===== config.mk =====
export PLATFORM = sky130hd
export DESIGN_NAME = serial_sub
export DESIGN_NICKNAME = d
export VERILOG_FILES = /design/src/rtl/sub_pkg.sv /design/src/rtl/serial_sub_fs.sv /design/src/rtl/serial_sub.sv
export SDC_FILE = /design/constraint.sdc
export NUM_CORES = 1
export LEC_CHECK = 0
export BUFFER_PORTS_ARGS = -buffer_cell sky130_fd_sc_hd__buf_2
export CORE_MARGIN = 4
export CORE_UTILIZATION = 54
export DETAILED_ROUTE_END_ITERATION = 6
export PLACE_DENSITY = 0.81
export SETUP_SLACK_MARGIN = 0.5
export SLEW_MARGIN = 10
export SYNTH_ARGS = -nofsm -noshare
export SYNTH_HDL_FRONTEND = slang
export SYNTH_SLANG_ARGS = --single-unit

===== constraint.sdc =====
create_clock -name clk -period 3.5 [get_ports clk]
set_input_delay 0.525 -clock clk [delete_from_list [all_inputs] [get_ports clk]]
set_output_delay 0.525 -clock clk [all_outputs]
set_load 0.03 [all_outputs]

===== src/rtl/sub_pkg.sv =====
// rtl/sub_pkg.sv - shared types and constants for the bit-serial subtractor
//
// Purpose: state encoding and default operand width used by serial_sub.
// Contents:
//   sub_state_t        - IDLE / RUN / DONE controller states
//   SUB_WIDTH_DEFAULT  - default operand and result width in bits
package sub_pkg;

  typedef enum logic [1:0] {
    IDLE = 2'd0,
    RUN  = 2'd1,
    DONE = 2'd2
  } sub_state_t;

  localparam int SUB_WIDTH_DEFAULT = 4;

endpackage : sub_pkg


===== src/rtl/serial_sub_fs.sv =====
// rtl/serial_sub_fs.sv - single-bit full subtractor cell
//
// Purpose: combinational x - y - bi for one bit position.
// Ports:
//   x   in  minuend bit
//   y   in  subtrahend bit
//   bi  in  borrow-in
//   d   out difference bit
//   bo  out borrow-out (1 when x < y + bi)
module fs (
  input  logic x,
  input  logic y,
  input  logic bi,
  output logic d,
  output logic bo
);

  assign d  = x ^ y ^ bi;
  assign bo = (~x & y) | (~x & bi) | (y & bi);

endmodule : fs


===== src/rtl/serial_sub.sv =====
// rtl/serial_sub.sv - bit-serial ripple subtractor, LSB first, one bit per clock
//
// Purpose: computes diff = a - b - bin (mod 2^WIDTH) through one fs cell with a
// registered borrow. Operands are latched on an accepted start; the result is
// held until the next accepted start.
// Ports:
//   clk    in   rising-edge clock
//   rst    in   synchronous active-high reset
//   start  in   request, sampled only while ready=1
//   a      in   minuend, captured on accepted start
//   b      in   subtrahend, captured on accepted start
//   bin    in   borrow-in, captured on accepted start
//   ready  out  high when a start will be accepted (IDLE or DONE)
//   done   out  one-cycle pulse, result valid
//   diff   out  a - b - bin modulo 2^WIDTH
//   bout   out  final borrow-out (1 when a < b + bin, unsigned)
module serial_sub
  import sub_pkg::*;
#(
  parameter int WIDTH = SUB_WIDTH_DEFAULT
) (
  input  logic             clk,
  input  logic             rst,
  input  logic             start,
  input  logic [WIDTH-1:0] a,
  input  logic [WIDTH-1:0] b,
  input  logic             bin,
  output logic             ready,
  output logic             done,
  output logic [WIDTH-1:0] diff,
  output logic             bout
);

  localparam int IW = $clog2(WIDTH);
  localparam logic [IW-1:0] LAST_IDX = IW'(WIDTH - 1);

  sub_state_t       r_state;
  logic [WIDTH-1:0] r_a;
  logic [WIDTH-1:0] r_b;
  logic [WIDTH-1:0] r_diff;
  logic [IW-1:0]    r_idx;
  logic             r_borrow;
  logic             r_bout;
  logic             r_ready;
  logic             r_done;

  logic             w_d;
  logic             w_bo;

  fs u_fs (
    .x  (r_a[0]),
    .y  (r_b[0]),
    .bi (r_borrow),
    .d  (w_d),
    .bo (w_bo)
  );

  always_ff @(posedge clk) begin
    if (rst) begin
      r_state  <= IDLE;
      r_a      <= '0;
      r_b      <= '0;
      r_diff   <= '0;
      r_idx    <= '0;
      r_borrow <= 1'b0;
      r_bout   <= 1'b0;
      r_ready  <= 1'b1;
      r_done   <= 1'b0;
    end else begin
      r_done <= 1'b0;
      case (r_state)
        IDLE, DONE: begin
          if (start) begin
            // Back-to-back accept from DONE behaves exactly like from IDLE.
            r_a      <= a;
            r_b      <= b;
            r_borrow <= bin;
            r_idx    <= '0;
            r_diff   <= '0;
            r_bout   <= 1'b0;
            r_ready  <= 1'b0;
            r_state  <= RUN;
          end else begin
            r_state <= IDLE;
          end
        end
        RUN: begin
          // Difference bits enter at the MSB so the first (LSB) bit lands at
          // position 0 after WIDTH shifts.
          r_diff   <= {w_d, r_diff[WIDTH-1:1]};
          r_a      <= {1'b0, r_a[WIDTH-1:1]};
          r_b      <= {1'b0, r_b[WIDTH-1:1]};
          r_borrow <= w_bo;
          if (r_idx == LAST_IDX) begin
            // Wrap idx here so it never exceeds WIDTH-1 for any WIDTH.
            r_idx   <= '0;
            r_bout  <= w_bo;
            r_done  <= 1'b1;
            r_ready <= 1'b1;
            r_state <= DONE;
          end else begin
            r_idx <= r_idx + 1'b1;
          end
        end
        default: begin
          r_ready <= 1'b1;
          r_state <= IDLE;
        end
      endcase
    end
  end

  assign ready = r_ready;
  assign done  = r_done;
  assign diff  = r_diff;
  assign bout  = r_bout;

endmodule : serial_sub


Word level (Yosys, flattened, before mapping):

Index checks and enable logic that the tools add are counted.

* register bits after elaboration: 20
* input port bits: 12
* logic and storage cells: 51

* reductions and logical operators: 7
* multiplexer cells: 20
* bitwise gates (word level): 9
* equal/unequal tests: 5
* add/sub/neg operators: 1

Operator list (count)
* 4-bit one-hot mux with 2 select lines: 3
* 4-bit two-way mux: 3
* 2-bit one-hot mux with 2 select lines: 2
* 1-bit two-way mux: 6
* 2-bit two-way mux: 3
* 1-bit one-hot mux with 2 select lines: 3
* 2-bit equality test, second input constant: 2
* 2-bit inequality test, second input constant: 2
* 2-bit AND reduction: 2
* 2-bit OR reduction: 2
* 1-bit bitwise AND: 3
* 3-bit AND reduction: 1
* 2-bit by 1-bit adder with 2-bit output, second input constant: 1
* 2-bit by 1-bit equality test with 1-bit output, second input constant: 1
* 2-bit logical NOT: 1
* 1-bit inverter: 2
* 1-bit bitwise OR: 2
* 2-bit nonzero test: 1
* 1-bit bitwise XOR: 2

Logic depth before layout (Yosys ltp):

Gate-level depths: netlist of run 1.

* word-level depth: 6
* mapped depth: 5

By module:

Synthesis of run 1 repeated with hierarchy kept, for this count alone.

* cell total of the unflattened synthesis: 95
* area, all modules: 910.9 sq um

Modules (own cells, without submodules)
* serial_sub: area each 883.3 sq um, instances 1, cells an instance 92
* fs: area each 27.5 sq um, instances 1, cells an instance 3

Least setup slack after synthesis of run 1:

OpenSTA, ideal clock, no wires.

* path kind: input -> register
* start point: input port start
* end point: register r_idx[0]
* slack: 2341 ps
* stages: 5
* buffers on the path: 2
* arrival time: 1032 ps
* library setup time: 128 ps
* cell sequence: nand2b_1 > buf_4 > buf_6 > a31oi_1 > nor2_1

* word-level cells in the longest chain between the ends: 2

RTL lines
* start, declared: line serial_sub.sv:24 `input logic start,`
* 2-bit inequality test (no source line)
* 2-bit AND reduction (no source line)
* end signal, assigned: line serial_sub.sv:102 `r_idx <= r_idx + 1'b1;`
* end, declared: line serial_sub.sv:41 `logic [IW-1:0] r_idx;`

Every way passes these cells.
A chain may end at the register's enable or synchronous reset.

Final worst setup path of run 1:

* start point: register r_state[1]
* end point: register r_b[0]

* word-level cells in the longest chain between the ends: 4

RTL lines
* start, declared: line serial_sub.sv:37 `sub_state_t r_state;`
* start signal, assigned: line serial_sub.sv:60 `r_state <= IDLE;`
* start signal, assigned: line serial_sub.sv:82 `r_state <= RUN;`
* start signal, assigned: line serial_sub.sv:84 `r_state <= IDLE;`
* 2-bit equality test or 2-bit logical NOT (tied branches): line serial_sub.sv:71 `case (r_state)`
* 2-bit OR reduction: line serial_sub.sv:71
* 2-bit inequality test (no source line) or 2-bit nonzero test (tied branches)
* 2-bit AND reduction (no source line)
* end signal, assigned: line serial_sub.sv:92 `r_b <= {1'b0, r_b[WIDTH-1:1]};`
* end, declared: line serial_sub.sv:39 `logic [WIDTH-1:0] r_b;`

Several ways; a longest one is shown, not always the timed one.

==> metrics.yaml, run 1 <==
synth_area_per_cell_um2: 8.88
synth_area_leaders: "dfxtp_1 (49%), nor3_1 (6.7%), a21oi_1 (5.5%)"
hold_viol: 0
crit_family: "simple AND/OR/NAND/NOR gates"
path_class: "reg -> reg"
clockBufferDepth: 2
crit_start: "r_state[1]$_SDFFE_PP0N_"
viasPerCell: 5.66
cts-resized-gates: 0
antenna_found_initial: 0
reg2reg_to: "r_b[0]$_SDFFE_PP0P_"
ys_ff_latch: 20
grt_pass1_wl_mm: 2.50
p_per_area_nw_per_um2: 541
max_cap_violations: 0
wl_per_cell_um: 12.9
core_area_um2: 1370
min_period_ns: 1.48
status: "finished, final reports clean"
io_pins: 19
drc: 0
synth_cells: 92
yosysTopAreaCellShare_pct: 49.0
setup_tns_ns: 0
die_h_um: 46.9
yosysSeqAreaShare_pct: 49.0
drtIter0Drc: 15
cts.sinks: 20
timing.hold.ws_ns: 0.457
leakagePower_uw: 0.000375
grt_use_total_pct: 16.1
grt_overflow: 0
cts_tree: "built"
timing.fmax_mhz: 676
drive_above_1_share_pct: 20.8
worstSkewPairLatency_ns: 0.29
fin_nets: 121
arrival_ns: 1.69
gp_congestion: 0.681
start_util_pct: 59.8
syn_nets: 106
worst_setup_path_end_kind: "flip-flop"
drtPass1Iterations: 4
syn_area_um2: 817
reg2reg_setup_slack_ns: 2.02
r2r_cells: 3
cp.buffers_inverters: 0
grt_max_degree: 22
setup_violations: 0
slew_headroom_pct: 52.9
ant_nets: 0
h-tree-depth: 1
port_buffers: 18
root_buffer: "clkbuf_4"
dp_hpwl_mm: 1.07
skew_ns: 0.00389
row_count: 13
crit_cells: 3
area_growth_pct: 14.1
cts_made_buffers: 3
dieArea_um2: 2200
hold_buffers: 0
grt_pass1_vias: 605
antennaDiodeCount: 0
maxSlewViolCount: 0
crit_path_end: "r_b[0]$_SDFFE_PP0P_"
reg2reg_from: "r_state[1]$_SDFFE_PP0N_"
synth_top_area_cell: "dfxtp_1"
startpoint_type: "flip-flop"
path_cells: "nand2b_1 -> o22ai_1 -> a311oi_1"
clk_pin_slew_ns: 0.12
max_stage_delay_ns: 0.58
routed_wirelength_mm: 1.56
ir_drop_uv: 318
yosysUniqueCellTypes: 25
postCtsSetupRepairBufs: 0
die_x_um: 46.9
worst_pin_slew_ns: 0.707
crit_fanout: 21
rsz0062_at_grt: "false"
cp_slowest_cell: "nand2b_1"
required_ns: 3.71
period_share_pct: 42.3
ys_warn_count: 0
hp-class: "in -> reg"
routed-via-count: 685
-- cell families after synthesis --
group | synth area share (%)
AO/OA/AOI/OAI | 15.6
adder cells (fa/ha/maj) | 3.98
buffers and inverters | 7.04
flip-flops | 49.0
AND/OR/NAND/NOR | 24.3
-- per-layer routing --
metal	part of all wire (%)	global-route usage (%)	vias up	wire length, um
li1	-	-	356	-
met1	50	20.8	309	775
met2	45	25.7	18	701
met3	4.7	3.83	2	74
met4	0.77	6.63	0	12
met5	0	0	-	0
-- layout by cell type, fill, tap and decap left out, types with 2 or more instances in the layout --
cell type,instances
nand3b_1,2
nand3_1,9
nand2_1,7
nand2b_1,2
nor3_1,11
nor3b_1,2
clkbuf_4,3
a31oi_1,2
buf_2,18
o22ai_1,6
inv_1,3
a21oi_1,9
dfxtp_1,20
nor2_1,2
-- cell type report --
cell class / count / area, um2
timing repair buffer: 18 / 90.1
clock inverter: 1 / 30.0
sequential: 20 / 400
tap: 15 / 18.8
fill: 127 / 434
inverter: 3 / 11.3
clock buffer: 3 / 22.5
multi-input combinational: 61 / 359
-- report_power, final --
group,switching (uW),internal [uW]
clock network,70.7,116
logic,40.6,27.3
registers,8.42,242
-- stage by stage --
step	power (uW)	util (%)	worst slack (ns)	cell area, um2	cells
after floorplan	310	-	2.34	817	92
after global placement	322	64.4	1.94	880	117
after detailed placement	324	64.4	1.90	880	117
after CTS	507	68.2	1.99	932	121
after global routing	527	68.2	1.86	932	121
final	505	68.2	2.02	932	121
-- worst min path at each step --
stage / startpoint / end / cells past startpoint
5_1_grt: b[3] / r_b[3]$_SDFFE_PP0P_ / 3
2_1_floorplan: r_borrow$_SDFFE_PP0P_ / r_borrow$_SDFFE_PP0P_ / 2
3_3_place_gp: diff[1]$_SDFFE_PP0P_ / diff[0]$_SDFFE_PP0P_ / 2
6_report: b[3] / r_b[3]$_SDFFE_PP0P_ / 3
4_1_cts: b[3] / r_b[3]$_SDFFE_PP0P_ / 3
3_5_place_dp: diff[1]$_SDFFE_PP0P_ / diff[0]$_SDFFE_PP0P_ / 2
-- synth_stat cells, drive strengths merged --
library cell   n
a2bb2oi        1
o22ai          6
nor3b          2
o21a           1
ha             1
nand2          7
a21oi          9
fa             1
a311oi         1
nand3b         2
and2b          1
o21bai         1
nor2b          1
nor3          11
inv            3
nor4b          1
buf            6
clkbuf         2
a31oi          2
dfxtp         20
nand3          9
nand2b         2
nor2           2
-- sequential cells by signal (all words and copies together), names as in the netlist --
name      flops
ready         1
r_b           4
r_idx         2
r_state       2
bout          1
diff          4
done          1
r_borrow      1
r_a           4
-- tightest hold or removal path, delay by kind of cell --
kind	cells	cell delay [ns]
simple gates	1	0.04
buf+inv	1	0.10
compound gates	1	0.05
Note: power is estimated with default switching activity, not from simulation.
==> run 2: changes to the inputs <==
--- a/config.mk
+++ b/config.mk
@@ -7,9 +7,9 @@
 export LEC_CHECK = 0
 export BUFFER_PORTS_ARGS = -buffer_cell sky130_fd_sc_hd__buf_2
 export CORE_MARGIN = 4
-export CORE_UTILIZATION = 54
+export CORE_UTILIZATION = 50
 export DETAILED_ROUTE_END_ITERATION = 6
-export PLACE_DENSITY = 0.81
+export PLACE_DENSITY = 0.76
 export SETUP_SLACK_MARGIN = 0.5
 export SLEW_MARGIN = 10
 export SYNTH_ARGS = -nofsm -noshare
==> constraint.sdc (replaced) <==
create_clock -name clk -period 1.4 [get_ports clk]
set_input_delay 0.21 -clock clk [delete_from_list [all_inputs] [get_ports clk]]
set_output_delay 0.21 -clock clk [all_outputs]
set_load 0.03 [all_outputs]
==> metrics.yaml, run 2 (synthesis results as in run 1) <==
status: "finished, final reports clean"  # unchanged
ir_drop_uv: 779  # was 318 uV
fillerInstances: 78  # was 127
die_x_um: 48.4  # was 46.9 um
ant_nets: 0  # unchanged
max_stage_delay_ns: 0.39  # was 0.58 ns
crit_family: "simple AND/OR/NAND/NOR gates"  # unchanged
cts_tree: "built"  # unchanged
io_pins: 19  # unchanged
min_period_ns: 1.17  # was 1.48 ns
slew_headroom_pct: 74.3  # was 52.9%
worstSkewPairLatency_ns: 0.31  # was 0.29 ns
max_cap_violations: 0  # unchanged
cp_slowest_cell: "dfxtp_4"  # was nand2b_1
antennaDiodeCount: 0  # unchanged
timing.fmax_mhz: 853  # was 676 MHz
hold_viol: 0  # unchanged
p_total_uw: 1390  # was 505 uW
skew_ns: 0.000894  # was 0.00389 ns
routed-via-count: 937  # was 685
worst_setup_path_end_kind: "flip-flop"  # unchanged
setup_violations: 0  # unchanged
fin_nets: 141  # was 121
crit_fanout: 6  # was 21
period_share_pct: 83.8  # was 42.3%
dp_hpwl_mm: 1.10  # was 1.07 mm
worst_pin_slew_ns: 0.386  # was 0.707 ns
leakagePower_uw: 0.000511  # was 0.000375 uW
cp.buffers_inverters: 1  # was 0
gp_congestion: 0.734  # was 0.681
whs_path_depth: 3  # unchanged
row_count: 14  # was 13
cts.sinks: 20  # unchanged
viasPerCell: 6.60  # was 5.66
crit_cells: 4  # was 3
arrival_ns: 1.37  # was 1.69 ns
drc: 0  # unchanged
grt_pass1_wl_mm: 4.36  # was 2.50 mm
core_area_um2: 1520  # was 1370 um2
die_h_um: 48.4  # was 46.9 um
required_ns: 1.60  # was 3.71 ns
wl_per_cell_um: 21.4  # was 12.9 um
drtPass1Iterations: 4  # unchanged
cpMostUsedCell: "nor3_1"
root_buffer: "clkbuf_4"  # unchanged
p_per_area_nw_per_um2: 1050  # was 541 nW/um2
path_class: "reg -> reg"  # unchanged
r2r_cells: 4  # was 3
hp-class: "in -> reg"  # unchanged
drive_above_1_share_pct: 62.7  # was 20.8%
grt_pass1_vias: 873  # was 605
antenna_found_initial: 0  # unchanged
drtIter0Drc: 44  # was 15
hold_buffers: 0  # unchanged
clockBufferDepth: 2  # unchanged
clk_pin_slew_ns: 0.13  # was 0.12 ns
h-tree-depth: 1  # unchanged
rsz0062_at_grt: "true"  # was false
grt_max_degree: 21  # was 22
maxSlewViolCount: 0  # unchanged
startpoint_type: "flip-flop"  # unchanged
final_cell_mix: "buf_2 (11), buf_4 (11), dfxtp_2 (10), buf_6 (10), a21oi_1 (8)"  # was dfxtp_1 (20), buf_2 (18), nor3_1 (11), nand3_1 (9), a21oi_1 (9)
path_cells: "buf_6 -> and2b_4 -> nor3_1 -> nor3_1"  # was nand2b_1 -> o22ai_1 -> a311oi_1
grt_use_total_pct: 23.8  # was 16.1%
reg2reg_setup_slack_ns: 0.23  # was 2.02 ns
start_util_pct: 53.6  # was 59.8%
cts_made_buffers: 3  # unchanged
grt_overflow: 0  # unchanged
setup_tns_ns: 0  # unchanged
routed_wirelength_mm: 3.04  # was 1.56 mm
dieArea_um2: 2340  # was 2200 um2
area_growth_pct: 62.3  # was 14.1%
port_buffers: 18  # unchanged
==> run 2: layout make-up <==
cell class	instances	area [um2]	area share [%]
Inverter	3	11.3	0.849
Clock buffer	4	47.5	3.58
Sequential cell	20	424	32.0
Multi-Input combinational cell	66	553	41.7
Timing Repair Buffer	33	270	20.4
Tap cell	16	20.0	1.51
==> run 2: stage by stage <==
stage | cell area [um2] | std cells | utilization (%) | hold WS (ns) | worst slack, ns
floorplan | 890 | 92 | - | 0.350 | 0.326
global placement | 945 | 119 | 62.0 | 0.455 | 0.290
detailed placement | 945 | 119 | 62.0 | 0.456 | 0.257
CTS | 1250 | 140 | 81.8 | 0.128 | 0.263
global route | 1330 | 142 | 87.0 | 0.142 | 0.216
finish | 1330 | 142 | 87.0 | 0.142 | 0.227
==> run 2: repair_timing <==
action                                  CTS  global route
resized for setup                        37            14
buffers inserted                         12             2
endpoints found under the setup margin   27            27
gates cloned                              5             0
pin swaps                                 5             5
==> run 2: tightest hold or removal path: cells and delay by family <==
kind            cells  cell delay (ns)
buf+inv             1             0.10
compound gates      1             0.06
simple gates        1             0.05
==> run 2: path summary, 6_finish.rpt <==
path	endpoint	from
worst max-delay path	r_b[2]$_SDFFE_PP0P_	r_state[0]$_SDFFE_PP0N_
worst min-delay path	r_b[3]$_SDFFE_PP0P_	b[3]
worst max register to register	r_b[2]$_SDFFE_PP0P_	r_state[0]$_SDFFE_PP0N_
worst min register to register	r_borrow$_SDFFE_PP0P_	r_borrow$_SDFFE_PP0P_
==> run 2: metal layers <==
layer	routed length, um	GRT usage (%)	vias to the layer above
met2	1420	35.9	79
met1	1150	31.3	433
li1	-	-	399
met3	271	3.68	26
met4	191	14.7	0
met5	0	0	-
==> run 2: report_power, final <==
group	switching [uW]	total, uW	internal (uW)	leakage (uW)
clock	202	421	218	0.0000261
combinational	174	330	156	0.000315
sequential	32.3	638	606	0.000170
total	409	1390	980	0.000511
==> run 3: changes to the inputs <==
--- a/config.mk
+++ b/config.mk
@@ -7,9 +7,9 @@
 export LEC_CHECK = 0
 export BUFFER_PORTS_ARGS = -buffer_cell sky130_fd_sc_hd__buf_2
 export CORE_MARGIN = 4
-export CORE_UTILIZATION = 50
+export CORE_UTILIZATION = 45
 export DETAILED_ROUTE_END_ITERATION = 6
-export PLACE_DENSITY = 0.76
+export PLACE_DENSITY = 0.72
 export SETUP_SLACK_MARGIN = 0.5
 export SLEW_MARGIN = 10
 export SYNTH_ARGS = -nofsm -noshare
==> constraint.sdc (replaced) <==
create_clock -name clk -period 0.96 [get_ports clk]
set_input_delay 0.144 -clock clk [delete_from_list [all_inputs] [get_ports clk]]
set_output_delay 0.144 -clock clk [all_outputs]
set_load 0.03 [all_outputs]
==> metrics.yaml, run 3 (synthesis results as in run 1) <==
arrival_ns: 1.43  # was 1.37 ns
fillerInstances: 103  # was 78
cts_tree: "built"  # unchanged
grt_max_degree: 21  # unchanged
leakagePower_uw: 0.000578  # was 0.000511 uW
h-tree-depth: 1  # unchanged
pre_cts_slack_ns: -0.257  # was 0.257 ns
antenna_found_initial: 0  # unchanged
row_count: 15  # was 14
grt_pass1_wl_mm: 4.46  # was 4.36 mm
antennaDiodeCount: 0  # unchanged
core_area_um2: 1730  # was 1520 um2
clk_pin_slew_ns: 0.11  # was 0.13 ns
p_sw_uw: 569  # was 409 uW
dieArea_um2: 2560  # was 2340 um2
area_growth_pct: 79.3  # was 62.3%
startpoint_type: "flip-flop"  # unchanged
timing.hold.ws_ns: 0.112  # was 0.142 ns
path_class: "reg -> reg"  # unchanged
grt_overflow: 0  # unchanged
clockPowerShare_pct: 22.1  # was 30.3%
ir_drop_uv: 1290  # was 779 uV
root_buffer: "clkbuf_4"  # unchanged
rsz0062_at_grt: "true"  # unchanged
p_comb_share_pct: 29.2  # was 23.8%
slew_headroom_pct: 72.2  # was 74.3%
drive_above_1_share_pct: 68.1  # was 62.7%
start_util_pct: 47.3  # was 53.6%
viasPerCell: 5.74  # was 6.60
timing.fmax_mhz: 825  # was 853 MHz
period_share_pct: 126  # was 83.8%
cts.sinks: 20  # unchanged
hp-class: "in -> reg"  # unchanged
die_x_um: 50.6  # was 48.4 um
wl_per_cell_um: 19.4  # was 21.4 um
min_period_ns: 1.21  # was 1.17 ns
final_common_cell: "buf_6"
drtPass1Iterations: 4  # unchanged
violations: "setup timing"
routed_wirelength_mm: 3.16  # was 3.04 mm
hold_buffers: 0  # unchanged
status: "complete, but fails checks"  # was finished, final reports clean
setup_violations: 19  # was 0
die_h_um: 50.6  # was 48.4 um
final_cell_mix: "buf_6 (16), buf_4 (15), buf_2 (11), a21oi_1 (8)"  # was buf_2 (11), buf_4 (11), dfxtp_2 (10), buf_6 (10), a21oi_1 (8)
crit_fanout: 8  # was 6
skew_ns: 0.00445  # was 0.000894 ns
io_pins: 19  # unchanged
required_ns: 1.17  # was 1.60 ns
worstSkewPairLatency_ns: 0.30  # was 0.31 ns
intPower_uw: 1320  # was 980 uW
dp_hpwl_mm: 1.39  # was 1.10 mm
routed-via-count: 936  # was 937
drtIter0Drc: 43  # was 44
gp_congestion: 0.757  # was 0.734
grt_use_total_pct: 23.4  # was 23.8%
fin_nets: 153  # was 141
p_per_area_nw_per_um2: 1290  # was 1050 nW/um2
clockBufferDepth: 2  # unchanged
ant_nets: 0  # unchanged
p_seq_share_pct: 48.7  # was 45.9%
max_cap_violations: 0  # unchanged
p_sw_share_pct: 30.1  # was 29.5%
hold_viol: 0  # unchanged
fin_ws_ns: -0.252  # was 0.227 ns
grt_pass1_vias: 859  # was 873
drc: 0  # unchanged
worst_setup_path_end_kind: "flip-flop"  # unchanged
port_buffers: 18  # unchanged
maxSlewViolCount: 0  # unchanged
worst_pin_slew_ns: 0.418  # was 0.386 ns
cts_made_buffers: 3  # unchanged
[run 3: cell count changes in the layout (fill, tap and decap cells not counted), sizes merged]
| cell | previous run | this run |
|---|---|---|
| buf | 33 | 45 |
[run 3: cell type report]
class,count,area [um2],share of cell area [%]
flip-flops and latches,20,435,29.7
clock buffers,4,26.3,1.79
inverters,3,11.3,0.769
multi-input cells,66,553,37.7
well taps,25,31.3,2.13
repair buffers,45,408,27.8
[run 3: critical path, cell delays in order (launching register included)]
cell	delay, ns
dfxtp_4	0.37
buf_12	0.13
nor2b_1	0.12
buf_4	0.20
nand2_1	0.08
a21oi_1	0.22
[run 3: power groups by stage]
stage / logic, uW / registers, uW / clock network [uW]
after global placement: 328 / 927 / 0
final: 553 / 921 / 417
after floorplan: 225 / 941 / 0
after detailed placement: 337 / 931 / 0
after global routing: 587 / 925 / 465
after CTS: 474 / 915 / 424
[run 3: stage by stage]
stage / utilization (%) / cells / TNS, ns / power (uW) / cell area, um2
after floorplan: - / 92 / -0.383 / 1170 / 936
after global placement: 63.9 / 139 / -0.975 / 1250 / 1100
after detailed placement: 63.9 / 139 / -1.73 / 1270 / 1100
after CTS: 81.6 / 159 / -1.72 / 1810 / 1410
after global routing: 84.9 / 163 / -3.81 / 1980 / 1470
final: 84.9 / 163 / -2.75 / 1890 / 1470
[run 3: timing repair]
action                                  in CTS  in global routing
pin swaps                                    8                  5
gates cloned                                 5                  0
setup buffers                               11                  4
endpoints found under the setup margin      27                 27
gates resized for setup                     40                  7
[run 3: final timing paths]
path | from | cells past startpoint | slack [ns] | end
max | r_state[0]$_SDFFE_PP0N_ | 5 | -0.25 | r_a[3]$_SDFFE_PP0P_
min | b[3] | 3 | 0.11 | r_b[3]$_SDFFE_PP0P_
max reg2reg | r_state[0]$_SDFFE_PP0N_ | 5 | -0.25 | r_a[3]$_SDFFE_PP0P_
min reg2reg | r_borrow$_SDFFE_PP0P_ | 2 | 0.49 | r_borrow$_SDFFE_PP0P_
[run 3: metal layers]
layer | part of all wire, % | up-vias | routed length, um | global-route usage, %
li1 | - | 430 | - | -
met1 | 40 | 446 | 1270 | 29.4
met2 | 52 | 50 | 1640 | 38.9
met3 | 5.6 | 10 | 176 | 4.15
met4 | 2.3 | 0 | 72 | 10.3
met5 | 0 | - | 0 | 0
